===== src/rtl/riscv_lsu.sv =====
// riscv_lsu - load/store unit controller for the RV32 core.
//
// Takes one memory operation at a time from the EX stage and runs it over a
// req/gnt/rvalid data-memory bus. Returns load data lane-aligned and sign- or
// zero-extended by funct3. Builds byte strobes and lane-replicated store data.
// Misaligned accesses and illegal funct3 answer with an error response and
// never touch the bus.
//
// Ports:
//   clk, rst_n                 clock, synchronous active-low reset
//   req_valid_i / req_ready_o  EX-side handshake (ready only while idle)
//   req_we_i, req_funct3_i     store/load select and size/signedness
//   req_addr_i, req_wdata_i    byte address and right-justified store data
//   rsp_valid_o                one-cycle response pulse
//   rsp_rdata_o, rsp_err_o     extended load data (0 for stores/errors), error flag
//   mem_req_o / mem_gnt_i      bus request and grant
//   mem_we_o, mem_addr_o       bus write enable, word address
//   mem_be_o, mem_wdata_o      byte enables, lane-replicated write data
//   mem_rvalid_i, mem_rdata_i  bus completion and read word
module riscv_lsu #(
  parameter int XLEN = 32
) (
  input  logic            clk,
  input  logic            rst_n,
  input  logic            req_valid_i,
  output logic            req_ready_o,
  input  logic            req_we_i,
  input  logic [2:0]      req_funct3_i,
  input  logic [XLEN-1:0] req_addr_i,
  input  logic [XLEN-1:0] req_wdata_i,
  output logic            rsp_valid_o,
  output logic [XLEN-1:0] rsp_rdata_o,
  output logic            rsp_err_o,
  output logic            mem_req_o,
  input  logic            mem_gnt_i,
  output logic            mem_we_o,
  output logic [XLEN-1:0] mem_addr_o,
  output logic [3:0]      mem_be_o,
  output logic [XLEN-1:0] mem_wdata_o,
  input  logic            mem_rvalid_i,
  input  logic [XLEN-1:0] mem_rdata_i
);

  typedef enum logic [1:0] {IDLE, REQ, WAIT, ERR} state_t;

  state_t          state_reg, state_next;
  logic            we_reg;
  logic [2:0]      funct3_reg;
  logic [XLEN-1:0] addr_reg;
  logic [XLEN-1:0] wdata_reg;
  logic            rsp_valid_reg;
  logic [XLEN-1:0] rsp_rdata_reg, rsp_rdata_next;

  logic            req_illegal;
  logic            req_misaligned;
  logic            req_err;
  logic [3:0]      be_base;
  logic [3:0]      be_shifted;
  logic [XLEN-1:0] wdata_rep;
  logic [XLEN-1:0] rdata_shifted;
  logic [XLEN-1:0] load_data;

  // Error check is done on the incoming request so the decision is made in
  // the accept cycle and the error pulse can follow one cycle later.
  always_comb begin
    if (req_we_i)
      req_illegal = !(req_funct3_i == 3'b000 || req_funct3_i == 3'b001 ||
                      req_funct3_i == 3'b010);
    else
      req_illegal = !(req_funct3_i == 3'b000 || req_funct3_i == 3'b001 ||
                      req_funct3_i == 3'b010 || req_funct3_i == 3'b100 ||
                      req_funct3_i == 3'b101);
  end

  assign req_misaligned = ((req_funct3_i[1:0] == 2'b01) && req_addr_i[0]) ||
                          ((req_funct3_i[1:0] == 2'b10) && (req_addr_i[1:0] != 2'b00));
  assign req_err = req_illegal || req_misaligned;

  // Strobes from the latched operation; word accesses are aligned so the
  // shift is a no-op for them.
  always_comb begin
    case (funct3_reg[1:0])
      2'b00:   be_base = 4'b0001;
      2'b01:   be_base = 4'b0011;
      default: be_base = 4'b1111;
    endcase
  end
  assign be_shifted = be_base << addr_reg[1:0];

  // Lane replication: bytes go to every lane, halfwords to both halves, so
  // the memory picks the right lane purely by byte enable.
  generate
    for (genvar gi = 0; gi < 4; gi++) begin : g_lane
      assign wdata_rep[8*gi +: 8] =
        (funct3_reg[1:0] == 2'b00) ? wdata_reg[7:0] :
        (funct3_reg[1:0] == 2'b01) ? wdata_reg[8*(gi%2) +: 8] :
                                     wdata_reg[8*gi +: 8];
    end
  endgenerate

  assign rdata_shifted = mem_rdata_i >> {addr_reg[1:0], 3'b000};

  always_comb begin
    case (funct3_reg)
      3'b000:  load_data = {{(XLEN-8){rdata_shifted[7]}}, rdata_shifted[7:0]};
      3'b001:  load_data = {{(XLEN-16){rdata_shifted[15]}}, rdata_shifted[15:0]};
      3'b100:  load_data = {{(XLEN-8){1'b0}}, rdata_shifted[7:0]};
      3'b101:  load_data = {{(XLEN-16){1'b0}}, rdata_shifted[15:0]};
      default: load_data = rdata_shifted;
    endcase
  end

  // Response data register is rewritten every cycle, so it reads 0 except in
  // the pulse that follows a load completion.
  always_comb begin
    rsp_rdata_next = '0;
    if (state_reg == WAIT && mem_rvalid_i && !we_reg)
      rsp_rdata_next = load_data;
  end

  always_comb begin
    state_next  = state_reg;
    req_ready_o = 1'b0;
    mem_req_o   = 1'b0;
    rsp_err_o   = 1'b0;
    case (state_reg)
      IDLE: begin
        req_ready_o = 1'b1;
        if (req_valid_i)
          state_next = req_err ? ERR : REQ;
      end
      REQ: begin
        mem_req_o = 1'b1;
        if (mem_gnt_i)
          state_next = WAIT;
      end
      WAIT: begin
        if (mem_rvalid_i)
          state_next = IDLE;
      end
      ERR: begin
        rsp_err_o  = 1'b1;
        state_next = IDLE;
      end
      default: state_next = IDLE;
    endcase
  end

  always_ff @(posedge clk) begin
    if (!rst_n) begin
      state_reg     <= IDLE;
      we_reg        <= 1'b0;
      funct3_reg    <= 3'b000;
      addr_reg      <= '0;
      wdata_reg     <= '0;
      rsp_valid_reg <= 1'b0;
      rsp_rdata_reg <= '0;
    end else begin
      state_reg <= state_next;
      if (state_reg == IDLE && req_valid_i) begin
        we_reg     <= req_we_i;
        funct3_reg <= req_funct3_i;
        addr_reg   <= req_addr_i;
        wdata_reg  <= req_wdata_i;
      end
      rsp_valid_reg <= (state_reg == WAIT) && mem_rvalid_i;
      rsp_rdata_reg <= rsp_rdata_next;
    end
  end

  // Bus side-band outputs are forced to 0 outside REQ; inside REQ they come
  // straight from registers and therefore hold steady through a grant stall.
  assign mem_we_o    = mem_req_o && we_reg;
  assign mem_addr_o  = mem_req_o ? {addr_reg[XLEN-1:2], 2'b00} : '0;
  assign mem_be_o    = mem_req_o ? be_shifted : 4'b0000;
  assign mem_wdata_o = mem_req_o ? wdata_rep : '0;

  assign rsp_valid_o = rsp_valid_reg || (state_reg == ERR);
  assign rsp_rdata_o = rsp_rdata_reg;

endmodule


===== config.mk =====
export PLATFORM = sky130hd
export DESIGN_NAME = riscv_lsu
export DESIGN_NICKNAME = d
export VERILOG_FILES = /design/src/rtl/riscv_lsu.sv
export SDC_FILE = /design/constraint.sdc
export NUM_CORES = 1
export LEC_CHECK = 0
export ABC_CLOCK_PERIOD_IN_PS = 2100
export BUFFER_PORTS_ARGS = -buffer_cell sky130_fd_sc_hd__buf_2
export CORE_ASPECT_RATIO = 0.6
export CORE_MARGIN = 10
export CORE_UTILIZATION = 48
export DETAILED_ROUTE_END_ITERATION = 16
export GPL_TIMING_DRIVEN = 0
export PLACE_DENSITY = 0.83
export SLEW_MARGIN = 20
export SYNTH_ARGS = -nofsm -noshare
export SYNTH_HDL_FRONTEND = slang
export SYNTH_SLANG_ARGS = --single-unit

===== constraint.sdc =====
create_clock -name clk -period 2.1 [get_ports clk]
set_input_delay 0.42 -clock clk [delete_from_list [all_inputs] [get_ports clk]]
set_output_delay 0.42 -clock clk [all_outputs]
set_load 0.03 [all_outputs]

==> results of run 1 <==
## power groups by stage
stage          clock (mW)  combinational [mW]  sequential, mW
2_1_floorplan           0               0.604            2.19
3_3_place_gp            0               0.938            2.18
3_5_place_dp            0               0.955            2.18
4_1_cts              1.77               0.984            2.14
5_1_grt              1.85                1.11            2.16
6_report             1.75                1.02            2.15
## critical path, delay by kind of cell (launching register included)
kind / cells / cell delay [ps]
simple gates: 2 / 120
compound gates: 1 / 120
buf+inv: 3 / 480
flops: 1 / 340
mux: 1 / 260
## metal layers
layer | global-route usage (%) | up-vias
li1 | - | 2432
met1 | 27.5 | 2272
met2 | 34.6 | 197
met3 | 7.79 | 18
met4 | 3.87 | 0
met5 | 0 | -
## worst max-delay path by stage
stage	from	slack, ps	endpoint
after global placement	funct3_reg[1]	-170	mem_wdata_o[9]
after global routing	funct3_reg[0]	-80	mem_wdata_o[31]
after CTS	funct3_reg[1]	-0.6	mem_wdata_o[22]
after detailed placement	funct3_reg[1]	-170	mem_wdata_o[9]
final	funct3_reg[0]	0.6	mem_wdata_o[31]
after floorplan	addr_reg[0]	6	mem_be_o[0]
## Yosys cell counts (2+ instances only)
library cell    n  share of area, %
or2_2           2              0.26
and2_1         41               5.3
buf_2          23               2.4
clkbuf_1       19               1.5
a21oi_1        33               3.4
nor2_1         49               3.8
buf_4           5              0.77
a211oi_1       25               3.9
nor3_1          2              0.21
buf_1           5              0.39
inv_1           2              0.15
nor2b_1        10               1.3
nand2_1       171                13
a21boi_0       68                11
mux2i_1        25               5.2
nand2b_1        2              0.26
dfxtp_1       103                42
mux2_2          9               2.1
## layout by cell type, fill, tap and decap left out, drive strengths merged, types with 2 or more instances in the layout
master / netlist / final
conb: 1 / 2
clkinv: 0 / 2
dfxtp: 103 / 103
buf: 34 / 239
nand2: 171 / 171
and2: 41 / 41
a21oi: 33 / 33
nor3: 2 / 2
or2: 2 / 2
mux2i: 25 / 25
nor2b: 10 / 10
a21boi: 68 / 68
nand2b: 2 / 2
clkbuf: 19 / 29
a211oi: 25 / 25
inv: 2 / 5
mux2: 9 / 9
nor2: 49 / 49
## logic make-up (layout without fill, tap and decap cells)
kind of cell | Yosys count | count (layout)
AND/OR/NAND/NOR | 282 | 282
flip-flops | 103 | 103
XOR/XNOR | 1 | 1
multiplexers | 34 | 34
buffers and inverters | 55 | 276
other | 1 | 2
AO/OA/AOI/OAI | 133 | 133
## layout make-up
cell class                      instances  area (um2)
Inverter                                2        7.51
Clock buffer                           10         239
Sequential cell                       103        2060
Buffer                                 49         327
Tap cell                              135         169
Multi-Input combinational cell        452        2600
Clock inverter                          6        73.8
Timing Repair Buffer                  209        1100
Fill cell                             918        3300
## metrics by stage
step	power, mW	util (%)
2_1_floorplan	2.79	-
3_3_place_gp	3.12	61.5
3_5_place_dp	3.14	61.5
4_1_cts	4.90	65.5
5_1_grt	5.12	66.6
6_report	4.91	66.6
## repair_timing
action | in CTS | in global routing
pin swaps | 1 | 0
setup buffers | 1 | 1
setup endpoints to repair | 67 | 33
gates resized for setup | 39 | 42
==> results.md, run 1 <==
- Pins Over Slew Limit: 0
- Setup crit start kind: flop
- Fin area: ~6600 um2
- Mux cell area share after synthesis: approximately 7.2%
- Die W: 150 um
- Worst R2R Setup Slack: roughly 240 ps
- Leak: between 2 and 3 nW
- Worst-margin pin slew: 538 ps
- Placed cells: around 950
- M1 WL: just over 7 mm
- Initial drt markers: between 300 and 400
- Layout cells sized above 1: roughly a third
- Internal power: 3.43 mW
- Initial antenna violation count: 1
- Post-Synth Adder-Cell Area: 0%
- FF+latch count, synth: 103
- Drt via density: 5.09
- Reg clk slew, reported paths: about 70 ps
- DR WL/cell: around 17 um
- Top-level I/O count: 210
- Die height: ~98 um
- # DRC: 0
- Crit path capture type: output pin
- Synth-to-Final Area Change: 35.4%
- Peak VDD IR: 0.000444 V
- Sw Pwr: ~1.5 mW
- Data arrival time of the critical path: roughly 1700 ps
- Main combinational cell family by area after synthesis: simple AND/OR/NAND/NOR gates
- Simple-Gate Fraction of Synth Area: around 25%
- Most used cell along the critical path: nor2_1
- Clk_skew: around 8.7 ps
- Post-DP HPWL: about 13 mm
- Synth Warn #: 0
- Critical path class: flop to output pin
- Setup TNS: 0 ps
- Total GRT Usage: ~22%
- Hold path startpoint: req_wdata_i[19]
- Global-route wire length before repair: roughly 26 mm
- RR Endpoint: rsp_rdata_o[30]
- Post-Synth XOR/XNOR Area: 0.180%
- Worst R2R Start: addr_reg[1]
- Nets: 931
- Initial core utilization: between 40% and 50%
- Status: finished clean
- Post-synth EDFFs: 0
- Longest Clk Path Bufs: 2
- WP data required: ~1700 ps
- Hold-fix buffers, CTS: 0
- Avg Synthesized Cell Area: between 7 and 8 um2
- RSZ-0062 raised after global routing: true
- RePlAce Congestion: between 0.8 and 0.9
- Clk sinks: between 100 and 150
- Final setup vio count: 0
- Worst hold path depth: 3
- Post-Syn Area: 4860 um2
- Relative slew slack: between 60% and 70%
- Final Cycle Share: between 90% and 100%
- Critical path fanouts, max: 10
- Slowest stage delay, CP: approximately 340 ps
- Metal2 WL: ~7.7 mm
- Detailed Route WL: between 15 and 20 mm
- Total gr overflow: 0
- Min cycle time layout: 2100 ps
- Cell Area, Placed: 6080 um2
- Largest net degree at the start of global routing: 29
- Core area: ~10000 um2
- CTS buffer count: 9
- Hold EP: wdata_reg[19]
- F_max: roughly 480 MHz
- Register-to-Register Path Depth: 4
- Hold Violations, Final: 0
- Register area share after synthesis: a little over two fifths
- Worst min-delay path class: input pin to flop
- Sw frac: a little under a third
- DR pass1 iterations: 5
- H-Tree Depth: 3
- Pwr dens: roughly 750 nW/um2
- Post-synthesis cell count: roughly 610
- Synth Area in Compound Gates: 19.6%
- IO buf count: 207
- Clock power frac: around 36%
- Most used DFF post-synth: dfxtp_1
- Vias: about 4900
- Met3 WL post-DR: 1.68 mm
- DR top layer: met4
- CP max stage cell: dfxtp_1
- Vias in the first global route: ~4800
- Final ANT Viol Nets: 0
- CTS Root Buffer Type: clkbuf_16
- Core Rows: 28
- Count of cell types in the netlist: 33
- Post-synth ARST share: 0%
- Combinational Power Share: between 20 and 25%
- CTS tree: yes
- Final Non-Filler Cells: roughly 970
- Max Cap Violations: 0
- Worst path cell trace: buf_6 > buf_12 > mux2i_2 > nor2_1 > a21oi_1 > nor2_1 > buf_2
- Flop pwr share: 43.7%
- Pre-CTS setup slack: -170 ps
- Worst hold slack: roughly 310 ps
- Die ar.: between 10000 and 15000 um2
- Diodes inserted: 0
- Worst skew pair latency: about 350 ps
- Final WS setup: 0.626 ps
Power figures use the tool's default switching activity.
==> run 2, diff against run 1 <==
Settings changed: CORE_ASPECT_RATIO 0.6 to unset.
==> results.md, run 2 (same netlist as run 1, synthesis figures left out) <==
- Status: finished clean
- Initial drt markers: 429 (+38%)
- Initial core utilization: 49.5% (+0.30 points)
- Max Cap Violations: 0 (unchanged)
- Worst R2R Setup Slack: 340 ps (+100 ps)
- # DRC: 0 (unchanged)
- CTS Root Buffer Type: clkbuf_8
- CTS tree: yes
- Fin area: 6540 um2 (-0.49%)
- CP max stage cell: dfxtp_2
- Worst hold slack: 264 ps (-43.9 ps)
- Clk_skew: 13.7 ps (+5.06 ps)
- Peak VDD IR: 0.000432 V (-2.7%)
- CP bufs+invs: 3 (unchanged)
- Most common cell after layout, fill and taps aside: buf_2
- Final Cycle Share: 97.4% (-2.5 points)
- Vias in the first global route: 4830 (+1.3%)
- Register-to-Register Path Depth: 4 (unchanged)
- Longest Clk Path Bufs: 2 (unchanged)
- RePlAce Congestion: 0.909 (+3.2%)
- Worst Setup SP: funct3_reg[0]
- Hold Violations, Final: 0 (unchanged)
- Pwr dens: 684 nW/um2 (-8.4%)
- Slowest stage delay, CP: 330 ps (about the same)
- RSZ-0062 raised after global routing: true
- Core area: 9820 um2 (-0.61%)
- Largest net degree at the start of global routing: 29 (unchanged)
- Most frequent cells in the layout: buf_2 (202), nand2_1 (171), dfxtp_1 (100)
- RR Endpoint: rsp_rdata_o[22]
- Nets: 936 (+0.54%)
- Hold-fix buffers, CTS: 0 (unchanged)
- Pins Over Slew Limit: 0 (unchanged)
- Relative slew slack: 59.7% (-4.4 points)
- Critical path class: flop to output pin
- Final Non-Filler Cells: 970 (+0.41%)
- Placed cells: 950 (-0.21%)
- Initial antenna violation count: 3 (+2)
- Clk sinks: 103 (unchanged)
- Post-layout util: 66.6% (+0.076 points)
- Cell Area, Placed: 6070 um2 (about the same)
- Layout cells sized above 1: 35.9% (+1.2 points)
- Setup TNS: 0 ps (unchanged)
- DR pass1 iterations: 4 (-1)
- Drt via density: 5.06 (-0.55%)
- H-Tree Depth: 3 (unchanged)
- Worst path depth: 7 (unchanged)
- DR WL/cell: 16.7 um (-3.4%)
- Worst-margin pin slew: 605 ps (+66.7 ps)
- IO buf count: 207 (unchanged)
- Crit path capture type: output pin
- Reg clk slew, reported paths: 100 ps (+30 ps)
- Data arrival time of the critical path: 1630 ps (-50 ps)
- Worst path cell trace: buf_6 > buf_12 > mux2i_4 > nor2_2 > a21oi_2 > nor2_1 > buf_4
- Total GRT Usage: 21.2% (-0.34 points)
- Crit path max-delay family: buffers and inverters
- CTS buffer count: 9 (unchanged)
- Setup crit start kind: flop
- WP data required: 1680 ps (about the same)
- Final setup vio count: 0 (unchanged)
- Die height: 121 um (+23%)
- Total gr overflow: 0 (unchanged)
- F_max: 489 MHz (+2.6%)
- Leak: 2.97 nW (-0.50%)
- Vias: 4912 (-0.14%)
- Worst min-delay path class: input pin to flop
- Post-DP HPWL: 12.5 mm (-4.8%)
- Die ar.: 14500 um2 (-0.90%)
- Worst R2R Start: addr_reg[1]
- Top-level I/O count: 210 (unchanged)
- Worst skew pair latency: 370 ps (+20 ps)
- Hold path startpoint: mem_rvalid_i
- Detailed Route WL: 16.2 mm (-3.0%)
- Core Rows: 36 (+29%)
- Die W: 121 um (-20%)
- Min cycle time layout: 2050 ps (-53.0 ps)
- Critical path fanouts, max: 6 (-4)
- FILL cells: 914 (-0.44%)
- Global-route wire length before repair: 25.2 mm (-1.5%)
- CP endpoint: mem_wdata_o[24]
- Final ANT Viol Nets: 0 (unchanged)
- Synth-to-Final Area Change: 34.7%
-- run 2: cell types whose count changed in the layout (fill, tap and decap cells not counted), moves of 3 or more --
cell and change:
clkbuf_16 -8, clkbuf_8 +9, inv_6 -3, mux2i_1 -5
mux2i_2 +5
-- run 2: report_power, final --
group	leakage, nW	switching, mW	internal (mW)
clock	0.102	0.689	0.615
combinational	2.03	0.618	0.406
sequential	0.842	0.0780	2.07
-- run 2: area by class of cell --
cell class / instances / area (um2) / area share [%]
clock buffer: 11 / 151 / 2.31
buffer: 49 / 322 / 4.91
antenna: 2 / 5.00 / 0.0765
clock inverter: 4 / 55.1 / 0.841
inverter: 2 / 7.51 / 0.115
timing repair buffer: 214 / 1150 / 17.7
tap: 133 / 166 / 2.54
sequential: 103 / 2070 / 31.6
multi-input combinational: 452 / 2620 / 40.0
-- run 2: worst min-delay path by stage --
| stage | endpoint | slack (ps) | cells after the start |
|---|---|---|---|
| detailed placement | addr_reg[5] | 450 | 2 |
| finish | state_reg[1] | 260 | 2 |
| CTS | state_reg[1] | 250 | 2 |
| floorplan | addr_reg[25] | 440 | 2 |
| global placement | addr_reg[15] | 450 | 2 |
| global route | state_reg[1] | 270 | 2 |
-- run 2: per-layer routing --
metal  track usage (%)  part of all wire (%)  up-vias  routed length, um
met5                 0                     0        -                  0
li1                  -                     -     2443                  -
met2              34.1                    47      213               7550
met4              9.43                   2.9        0                463
met1              23.9                    39     2224               6240
met3              9.40                    12       32               1930
-- run 2: metrics by stage --
step / setup slack [ps] / power [mW]
after floorplan: 5.94 / 2.79
after global placement: -41.2 / 3.11
after detailed placement: -78.5 / 3.13
after CTS: 3.58 / 4.44
after global routing: -11.1 / 4.68
final: 53.6 / 4.47
-- run 2: repair_timing --
item,CTS,global route
pin swaps,1,1
resized for setup,40,48
cloned,0,1
setup endpoints to repair,67,37
setup buffers,1,5
